$ cat config.mk
export PLATFORM = sky130hd
export DESIGN_NAME = decoder_scan_ctrl
export DESIGN_NICKNAME = d
export VERILOG_FILES = /design/src/rtl/decoder_scan_pkg.sv /design/src/rtl/sync_debounce.sv /design/src/rtl/decoder_scan_ctrl.sv
export SDC_FILE = /design/constraint.sdc
export NUM_CORES = 1
export LEC_CHECK = 0
export CORE_UTILIZATION = 35
export CTS_BUF_LIST = sky130_fd_sc_hd__clkbuf_4 sky130_fd_sc_hd__clkbuf_8
export CTS_CLUSTER_SIZE = 8
export DETAILED_ROUTE_END_ITERATION = 16
export GPL_ROUTABILITY_DRIVEN = 0
export GPL_TIMING_DRIVEN = 1
export SLEW_MARGIN = 15
export SYNTH_ARGS = -nofsm -noshare
export SYNTH_HDL_FRONTEND = slang
export SYNTH_SLANG_ARGS = --single-unit
$ cat constraint.sdc
create_clock -name clk -period 2.7 [get_ports clk]
set_clock_uncertainty 0.05 [all_clocks]
set_input_delay 0.27 -clock clk [delete_from_list [all_inputs] [get_ports clk]]
set_output_delay 0.27 -clock clk [all_outputs]
set_load 0.05 [all_outputs]
$ cat src/rtl/decoder_scan_pkg.sv
// Shared types for the LED decoder scan controller: mode encodings,
// ping-pong direction constants and the mode sequencing helper.
package decoder_scan_pkg;

    typedef enum logic [1:0] {
        MODE_MANUAL    = 2'd0,
        MODE_SCAN_UP   = 2'd1,
        MODE_SCAN_DOWN = 2'd2,
        MODE_PING_PONG = 2'd3
    } mode_e;

    localparam logic DIR_UP   = 1'b0;
    localparam logic DIR_DOWN = 1'b1;

    function automatic mode_e next_mode(input mode_e m);
        case (m)
            MODE_MANUAL:    return MODE_SCAN_UP;
            MODE_SCAN_UP:   return MODE_SCAN_DOWN;
            MODE_SCAN_DOWN: return MODE_PING_PONG;
            default:        return MODE_MANUAL;
        endcase
    endfunction

endpackage

$ cat src/rtl/sync_debounce.sv
// Two-flop synchroniser followed by a stability counter; the output only
// follows the input after DEBOUNCE_CYCLES consecutive differing samples.
module sync_debounce #(
    parameter int DEBOUNCE_CYCLES = 120000
) (
    input  logic clk,
    input  logic rst,
    input  logic din,
    output logic dout
);

    localparam int CW = $clog2(DEBOUNCE_CYCLES + 1);

    logic          meta;
    logic          synced;
    logic [CW-1:0] cnt;

    // NOTE: non-blocking assignments so every flop samples its pre-edge inputs.
    always_ff @(posedge clk) begin
        if (rst) begin
            meta   <= 1'b0;
            synced <= 1'b0;
            cnt    <= '0;
            dout   <= 1'b0;
        end else begin
            meta   <= din;
            synced <= meta;
            if (synced == dout) begin
                cnt <= '0;
            end else if (cnt == CW'(DEBOUNCE_CYCLES - 1)) begin
                dout <= synced;
                cnt  <= '0;
            end else begin
                cnt <= cnt + 1'b1;
            end
        end
    end

endmodule

$ cat src/rtl/decoder_scan_ctrl.sv
// Drives the 2-bit LED decoder select either from debounced switches or
// from a prescaled auto-scan (up, down, ping-pong) chosen by the mode button.
module decoder_scan_ctrl
    import decoder_scan_pkg::*;
#(
    parameter int TICK_DIV        = 12000000,
    parameter int DEBOUNCE_CYCLES = 120000
) (
    input  logic       clk,
    input  logic       rst,
    input  logic [1:0] sw,
    input  logic       mode_btn,
    output logic [1:0] sel,
    output logic [1:0] mode,
    output logic       step
);

    localparam int PW = $clog2(TICK_DIV);

    logic [1:0]    sw_db;
    logic          btn_db;
    logic          btn_q;
    logic          btn_press;

    mode_e         mode_q, mode_d;
    logic [1:0]    sel_q, sel_d;
    logic [PW-1:0] presc_q, presc_d;
    logic          dir_q, dir_d;
    logic          step_q, step_d;

    logic          tick;
    logic          pp_dir;
    logic [1:0]    pp_next;
    logic          pp_dir_next;

    sync_debounce #(.DEBOUNCE_CYCLES(DEBOUNCE_CYCLES)) u_db_sw0 (
        .clk(clk), .rst(rst), .din(sw[0]), .dout(sw_db[0])
    );
    sync_debounce #(.DEBOUNCE_CYCLES(DEBOUNCE_CYCLES)) u_db_sw1 (
        .clk(clk), .rst(rst), .din(sw[1]), .dout(sw_db[1])
    );
    sync_debounce #(.DEBOUNCE_CYCLES(DEBOUNCE_CYCLES)) u_db_btn (
        .clk(clk), .rst(rst), .din(mode_btn), .dout(btn_db)
    );

    assign btn_press = btn_db & ~btn_q;
    assign tick      = (presc_q == PW'(TICK_DIV - 1));

    // At the ends of the range the bounce direction is forced, so entering
    // ping-pong at 3 heads down regardless of the stored direction.
    assign pp_dir      = (sel_q == 2'd3) ? DIR_DOWN :
                         (sel_q == 2'd0) ? DIR_UP   : dir_q;
    assign pp_next     = (pp_dir == DIR_UP) ? sel_q + 2'd1 : sel_q - 2'd1;
    assign pp_dir_next = (pp_next == 2'd3) ? DIR_DOWN :
                         (pp_next == 2'd0) ? DIR_UP   : pp_dir;

    always_ff @(posedge clk) begin
        if (rst) begin
            btn_q   <= 1'b0;
            mode_q  <= MODE_MANUAL;
            sel_q   <= 2'd0;
            presc_q <= '0;
            dir_q   <= DIR_UP;
            step_q  <= 1'b0;
        end else begin
            btn_q   <= btn_db;
            mode_q  <= mode_d;
            sel_q   <= sel_d;
            presc_q <= presc_d;
            dir_q   <= dir_d;
            step_q  <= step_d;
        end
    end

    // NOTE: every output of this block gets a default first, so no path infers a latch.
    always_comb begin
        mode_d  = mode_q;
        sel_d   = sel_q;
        presc_d = presc_q;
        dir_d   = dir_q;
        step_d  = 1'b0;

        if (btn_press) begin
            // A mode change beats a coincident tick: sel holds, no step.
            mode_d  = next_mode(mode_q);
            presc_d = '0;
            dir_d   = DIR_UP;
        end else if (mode_q == MODE_MANUAL) begin
            sel_d   = sw_db;
            presc_d = '0;
        end else if (tick) begin
            presc_d = '0;
            step_d  = 1'b1;
            case (mode_q)
                MODE_SCAN_UP:   sel_d = sel_q + 2'd1;
                MODE_SCAN_DOWN: sel_d = sel_q - 2'd1;
                MODE_PING_PONG: begin
                    sel_d = pp_next;
                    dir_d = pp_dir_next;
                end
                default:        sel_d = sel_q;
            endcase
        end else begin
            presc_d = presc_q + 1'b1;
        end
    end

    assign sel  = sel_q;
    assign mode = mode_q;
    assign step = step_q;

endmodule

==> results.sh, run 1 <==
export IMPL_p_int_mw=2.094
export IMPL_fin_total_pwr_mw=2.596
export IMPL_core_area_um2=11610
export IMPL_overflow=0
export IMPL_grt_pass1_wl_um=15040
export IMPL_fp_row_count=39
export IMPL_synth_edf_count=0
export IMPL_layout_drive_gt1_share=0.06757
export IMPL_power_frac_comb=0.011
export IMPL_whs_ns=0.3956
export IMPL_cp_arrival_ns=2.31
export IMPL_antenna_found_initial=0
export IMPL_fin_ws_ns=0.5952
export IMPL_drc=0
export IMPL_ioPinCount=10
export IMPL_period_needed_ns=2.105
export IMPL_maxCapViolations=0
export IMPL_netlist_instances=497
export IMPL_peakVddDrop_mv=0.3798
export IMPL_reg2reg_from="presc_q[14]"
export IMPL_rsz0062_at_grt="false"
export IMPL_hpwl_um=5972
export IMPL_chipHeight_um=112.2
export IMPL_slew_viol_final=0
export IMPL_required_ns=2.90
export IMPL_clk_path_buf_depth=2
export IMPL_antenna_cells=0
export IMPL_routed_via_count=3530
export IMPL_cp_max_fo=10
export IMPL_ys_ff_latch=91
export IMPL_yosysTopAreaCell="dfxtp_1"
export IMPL_cts_sinks=91
export IMPL_grt_max_degree=19
export IMPL_area_growth_pct=12.77
export IMPL_fin_util=0.4128
export IMPL_start_kind="flop"
export IMPL_cts_root_buf="clkbuf_8"
export IMPL_final_cells=661
export IMPL_numCtsBuffers=9
export IMPL_swShare=0.1934
export IMPL_drtIter0Drc=118
export IMPL_yosysUniqueCellTypes=47
export IMPL_tightestPinTransition_ns=0.6078
export IMPL_hold_viol=0
export IMPL_port_buffers=9
export IMPL_async_reset_ff_frac=0
export IMPL_synthFlopType="dfxtp_1"
export IMPL_fmax_mhz=475.1
export IMPL_drtPass1Iterations=5
export IMPL_synth_top_area_share=0.4285
export IMPL_fin_crit_sh=0.7796
export IMPL_die_area_um2=12590
export IMPL_run_status="completed"
export IMPL_place_area_um2=4521
export IMPL_grt_pass1_vias=3336
export IMPL_worstSetupPathType="flop to flop"
export IMPL_nets=527
export IMPL_tns_ns=0
export IMPL_post_cts_buffers=0
export IMPL_cp_startpoint="presc_q[14]"
export IMPL_avgSynthCellArea_um2=8.554
export IMPL_gr_usage_all_layers=0.1466
export IMPL_slew_limit_headroom=0.5905
export IMPL_hold_class="flop to flop"
export IMPL_syn_num_nets=511
export IMPL_h_tree_depth=3
export IMPL_vias_per_cell=5.340
export IMPL_routed_wl_um=8510
export IMPL_synth_area_leaders="dfxtp_1 (43%), xnor2_1 (5.8%), nor2_1 (5.3%), xor2_1 (3.9%), nand4_1 (3.8%)"
export IMPL_start_util=0.3661
export IMPL_ant_nets=0
export IMPL_synth_seq_area_share=0.4285
export IMPL_p_per_area_nw_per_um2=541.5
export IMPL_final_area_um2=4795
export IMPL_cp_end_kind="flop"
export IMPL_clk_pin_slew_ns=0.09
export IMPL_clkPwrFrac=0.470
export IMPL_yosys_warnings=0
export IMPL_synthesis_area_um2=4252
export IMPL_wl_per_cell_um=12.87
export IMPL_power_frac_seq=0.520
export IMPL_clk_latency_ns=0.36
export IMPL_p_sw_uw=502.1
export IMPL_post_cts_resized=0
export IMPL_p_leak_nw=1.385
export IMPL_dp_slack_ns=0.5873
export IMPL_die_x_um=112.2
export IMPL_setup_violations=0
export IMPL_min_delay_start="u_db_sw1.meta"
export IMPL_cts_hold_buf=0
export IMPL_placed_cells=645
export IMPL_cts_tree="yes"
cell usage in the layout, fill, tap and decap left out, drive strengths merged, types with 10 or more instances in the layout:
master | synthesis | final
o21ai | 19 | 19
dfxtp | 91 | 91
nand3 | 27 | 27
or4 | 13 | 13
xor2 | 19 | 19
or3 | 11 | 11
clkbuf | 7 | 10
and4 | 11 | 11
xnor2 | 28 | 28
nor3 | 14 | 14
a21oi | 26 | 26
nor2b | 11 | 11
nor4 | 12 | 12
nand4 | 26 | 26
nor2 | 60 | 60
inv | 21 | 21
nand2 | 38 | 38
layout make-up:
cell class | count | area [um2]
Fill cell | 1155 | 6819
Multi-Input combinational cell | 374 | 2298
Sequential cell | 91 | 1822
Tap cell | 143 | 178.9
Timing Repair Buffer | 16 | 142.6
Clock buffer | 10 | 137.6
Clock inverter | 6 | 136.4
Inverter | 21 | 78.83
power groups by stage:
stage               combinational, mW  clock, mW  sequential [mW]
finish                         0.0277       1.22             1.35
detailed placement             0.0283          0             1.38
CTS                            0.0282       1.26             1.35
global placement               0.0276          0             1.38
floorplan                      0.0171          0             1.38
global route                   0.0314       1.32             1.35
synthesized netlist by cell type (3+ instances only):
| library cell | number |
|---|---|
| or2_2 | 3 |
| a21oi_1 | 26 |
| and2_1 | 3 |
| o211ai_1 | 3 |
| and3_1 | 7 |
| o21ai_0 | 16 |
| nor2b_1 | 11 |
| dfxtp_1 | 91 |
| nor3_1 | 14 |
| inv_1 | 21 |
| o31ai_1 | 9 |
| nand2_1 | 38 |
| nor2_1 | 60 |
| buf_2 | 3 |
| nand4_1 | 26 |
| or3_1 | 11 |
| or4_1 | 11 |
| nand3_1 | 27 |
| and4_1 | 10 |
| o311ai_0 | 3 |
| xor2_1 | 19 |
| nor4_1 | 12 |
| ha_1 | 9 |
| clkbuf_1 | 7 |
| o21a_1 | 3 |
| xnor2_1 | 28 |
state kept, by name (all words and copies together), names as in the netlist:
| register | cells |
|---|---|
| u_db_sw0.meta | 1 |
| u_db_sw0.synced | 1 |
| u_db_btn.meta | 1 |
| u_db_sw1.dout | 1 |
| u_db_btn.cnt | 17 |
| u_db_sw1.meta | 1 |
| u_db_sw1.cnt | 17 |
| u_db_btn.dout | 1 |
| u_db_btn.synced | 1 |
| u_db_sw0.cnt | 17 |
| u_db_sw0.dout | 1 |
| presc_q | 24 |
| step | 1 |
| u_db_sw1.synced | 1 |
| sel | 2 |
| btn_q | 1 |
| mode | 2 |
| dir_q | 1 |
critical path, stage by stage (launching register included):
cell and delay, ns:
dfxtp_1 0.35, nor4_1 0.41, nand4_1 0.28, o21ai_0 0.57
buf_4 0.28, nor2_1 0.06
cell families (layout without fill, tap and decap cells):
logic type | Yosys count | in the layout | synth area share
and+or+nand+nor | 246 | 246 | 0.3102
DFF | 91 | 91 | 0.4285
AOI/OAI and AO/OA | 71 | 71 | 0.1048
xor gates and xnor gates | 47 | 47 | 0.09682
buffers and inverters | 32 | 53 | 0.03090
adders and majority gates | 9 | 9 | 0.02649
muxes | 1 | 1 | 0.002354
per-layer routing:
metal	vias to the layer above	global-route usage	wire length, um
li1	1819	-	-
met1	1639	0.1865	4112
met2	68	0.2381	3910
met3	4	0.04428	421
met4	0	0.04622	66
met5	-	0	0
path summary, 6_finish.rpt:
kind	endpoint	slack, ns	cells past startpoint
worst max register to register	presc_q[2]	0.60	5
worst min register to register	u_db_sw1.synced	0.40	1
worst max-delay path	presc_q[2]	0.60	5
worst min-delay path	u_db_sw1.synced	0.40	1
Note: power is estimated with default switching activity, not from simulation.
==> inputs of run 2 (changes only) <==
==> constraint.sdc (replaced) <==
create_clock -name clk -period 1.7 [get_ports clk]
set_clock_uncertainty 0.05 [all_clocks]
set_input_delay 0.17 -clock clk [delete_from_list [all_inputs] [get_ports clk]]
set_output_delay 0.17 -clock clk [all_outputs]
set_load 0.05 [all_outputs]
==> results.sh, run 2 (same netlist as run 1, synthesis figures left out) <==
export IMPL_grt_pass1_wl_um=16680
export IMPL_wl_met2_um=4709
export IMPL_p_int_mw=2.985
export IMPL_cp_arrival_ns=2.11
export IMPL_power_frac_comb=0.014
export IMPL_run_status="finished with violations"
export IMPL_gr_usage_all_layers=0.1644
export IMPL_clk_pin_slew_ns=0.09
export IMPL_core_area_um2=11610
export IMPL_grt_pass1_vias=3641
export IMPL_grt_max_degree=21
export IMPL_swShare=0.2185
export IMPL_start_kind="flop"
export IMPL_clk_path_buf_depth=2
export IMPL_final_area_um2=5654
export IMPL_slew_viol_final=0
export IMPL_start_util=0.3661
export IMPL_overflow=0
export IMPL_cp_max_fo=16
export IMPL_cts_tree="yes"
export IMPL_wl_met3_um=276
export IMPL_drtPass1Iterations=4
export IMPL_die_area_um2=12590
export IMPL_chipHeight_um=112.2
export IMPL_required_ns=1.91
export IMPL_fin_crit_sh=1.119
export IMPL_antenna_cells=0
export IMPL_peakVddDrop_mv=0.4496
export IMPL_tns_ns=-3.507
export IMPL_p_leak_nw=1.864
export IMPL_routed_via_count=3874
export IMPL_fmax_mhz=525.6
export IMPL_hold_viol=0
export IMPL_p_per_area_nw_per_um2=675.5
export IMPL_final_common_cell="buf_4"
export IMPL_placed_cells=724
export IMPL_cts_sinks=91
export IMPL_port_buffers=9
export IMPL_h_tree_depth=3
export IMPL_routed_wl_um=9751
export IMPL_fp_row_count=39
export IMPL_p_sw_uw=834.4
export IMPL_ioPinCount=10
export IMPL_wl_per_cell_um=13.09
export IMPL_layout_drive_gt1_share=0.2957
export IMPL_final_cell_mix="buf_4 (91), dfxtp_1 (69), nor2_1 (51)"
export IMPL_cp_end_kind="flop"
export IMPL_drc=0
export IMPL_hold_class="input pin to flop"
export IMPL_die_x_um=112.2
export IMPL_wl_met1_um=4549
export IMPL_whs_ns=0.2992
export IMPL_hpwl_um=7000
export IMPL_antenna_found_initial=0
export IMPL_clkPwrFrac=0.427
export IMPL_nets=611
export IMPL_power_frac_seq=0.559
export IMPL_slew_limit_headroom=0.6704
export IMPL_largest_reg_flops=24
export IMPL_drtIter0Drc=138
export IMPL_cts_root_buf="clkbuf_8"
export IMPL_vias_per_cell=5.200
export IMPL_rsz0062_at_grt="true"
export IMPL_highest_layer="met4"
export IMPL_maxCapViolations=0
export IMPL_setup_violations=32
export IMPL_area_growth_pct=32.99
export IMPL_numCtsBuffers=9
export IMPL_final_cells=745
export IMPL_tightestPinTransition_ns=0.4963
export IMPL_worstSetupPathType="flop to flop"
export IMPL_violations="setup timing"
export IMPL_fin_ws_ns=-0.2025
export IMPL_ant_nets=0
export IMPL_regMostFlops="presc_q"
export IMPL_period_needed_ns=1.903
export IMPL_fin_total_pwr_mw=3.819
export IMPL_place_area_um2=5235
export IMPL_clk_latency_ns=0.38
[run 2: path summary, 6_finish.rpt]
check                   from                to  slack, ns  cells after the start
max reg2reg  u_db_btn.cnt[9]  u_db_btn.cnt[16]      -0.20                      5
max          u_db_btn.cnt[9]  u_db_btn.cnt[16]      -0.20                      5
min                    sw[1]     u_db_sw1.meta       0.30                      2
min reg2reg  u_db_btn.cnt[0]   u_db_btn.cnt[0]       0.39                      1
[run 2: metal layers]
metal  global-route usage  vias up
li1                     -     1983
met1               0.2036     1833
met2               0.2725       41
met3              0.03186       17
met4              0.08444        0
met5                    0        -
[run 2: repair_timing]
| item | 4_1_cts | 5_1_grt |
|---|---|---|
| endpoints found under the setup margin | 25 | 67 |
| hold buffers | 0 | 0 |
| resized for setup | 7 | 43 |
| pin swaps | 4 | 20 |
| buffers inserted | 2 | 3 |
[run 2: worst max-delay path, stage by stage (launching register included)]
cell and delay (ns):
dfxtp_2 0.32, or4b_1 0.51, or4_4 0.52, o21ai_4 0.18, buf_12 0.15, a21oi_1 0.05
[run 2: layout make-up]
type                            count  area, um2
Sequential cell                    91       1859
Clock buffer                        9      123.9
Multi-Input combinational cell    374       2525
Tap cell                          143      178.9
Timing Repair Buffer              100      798.3
Clock inverter                      7      90.09
Inverter                           21      78.83
Fill cell                        1118       5959
[run 2: metrics by stage]
stage          setup slack [ns]  utilization
2_1_floorplan           -0.2166            -
3_3_place_gp            -0.1777       0.4508
3_5_place_dp            -0.2015       0.4508
4_1_cts                 -0.2083       0.4721
5_1_grt                 -0.2674       0.4869
6_report                -0.2025       0.4869
[run 2: power by group through the flow]
stage | Sequential, mW | Combinational, mW | Clock, mW
2_1_floorplan | 2.19 | 0.0295 | 0
3_3_place_gp | 2.19 | 0.0533 | 0
3_5_place_dp | 2.19 | 0.0541 | 0
4_1_cts | 2.14 | 0.0543 | 1.68
5_1_grt | 2.14 | 0.0604 | 1.77
6_report | 2.14 | 0.0537 | 1.63
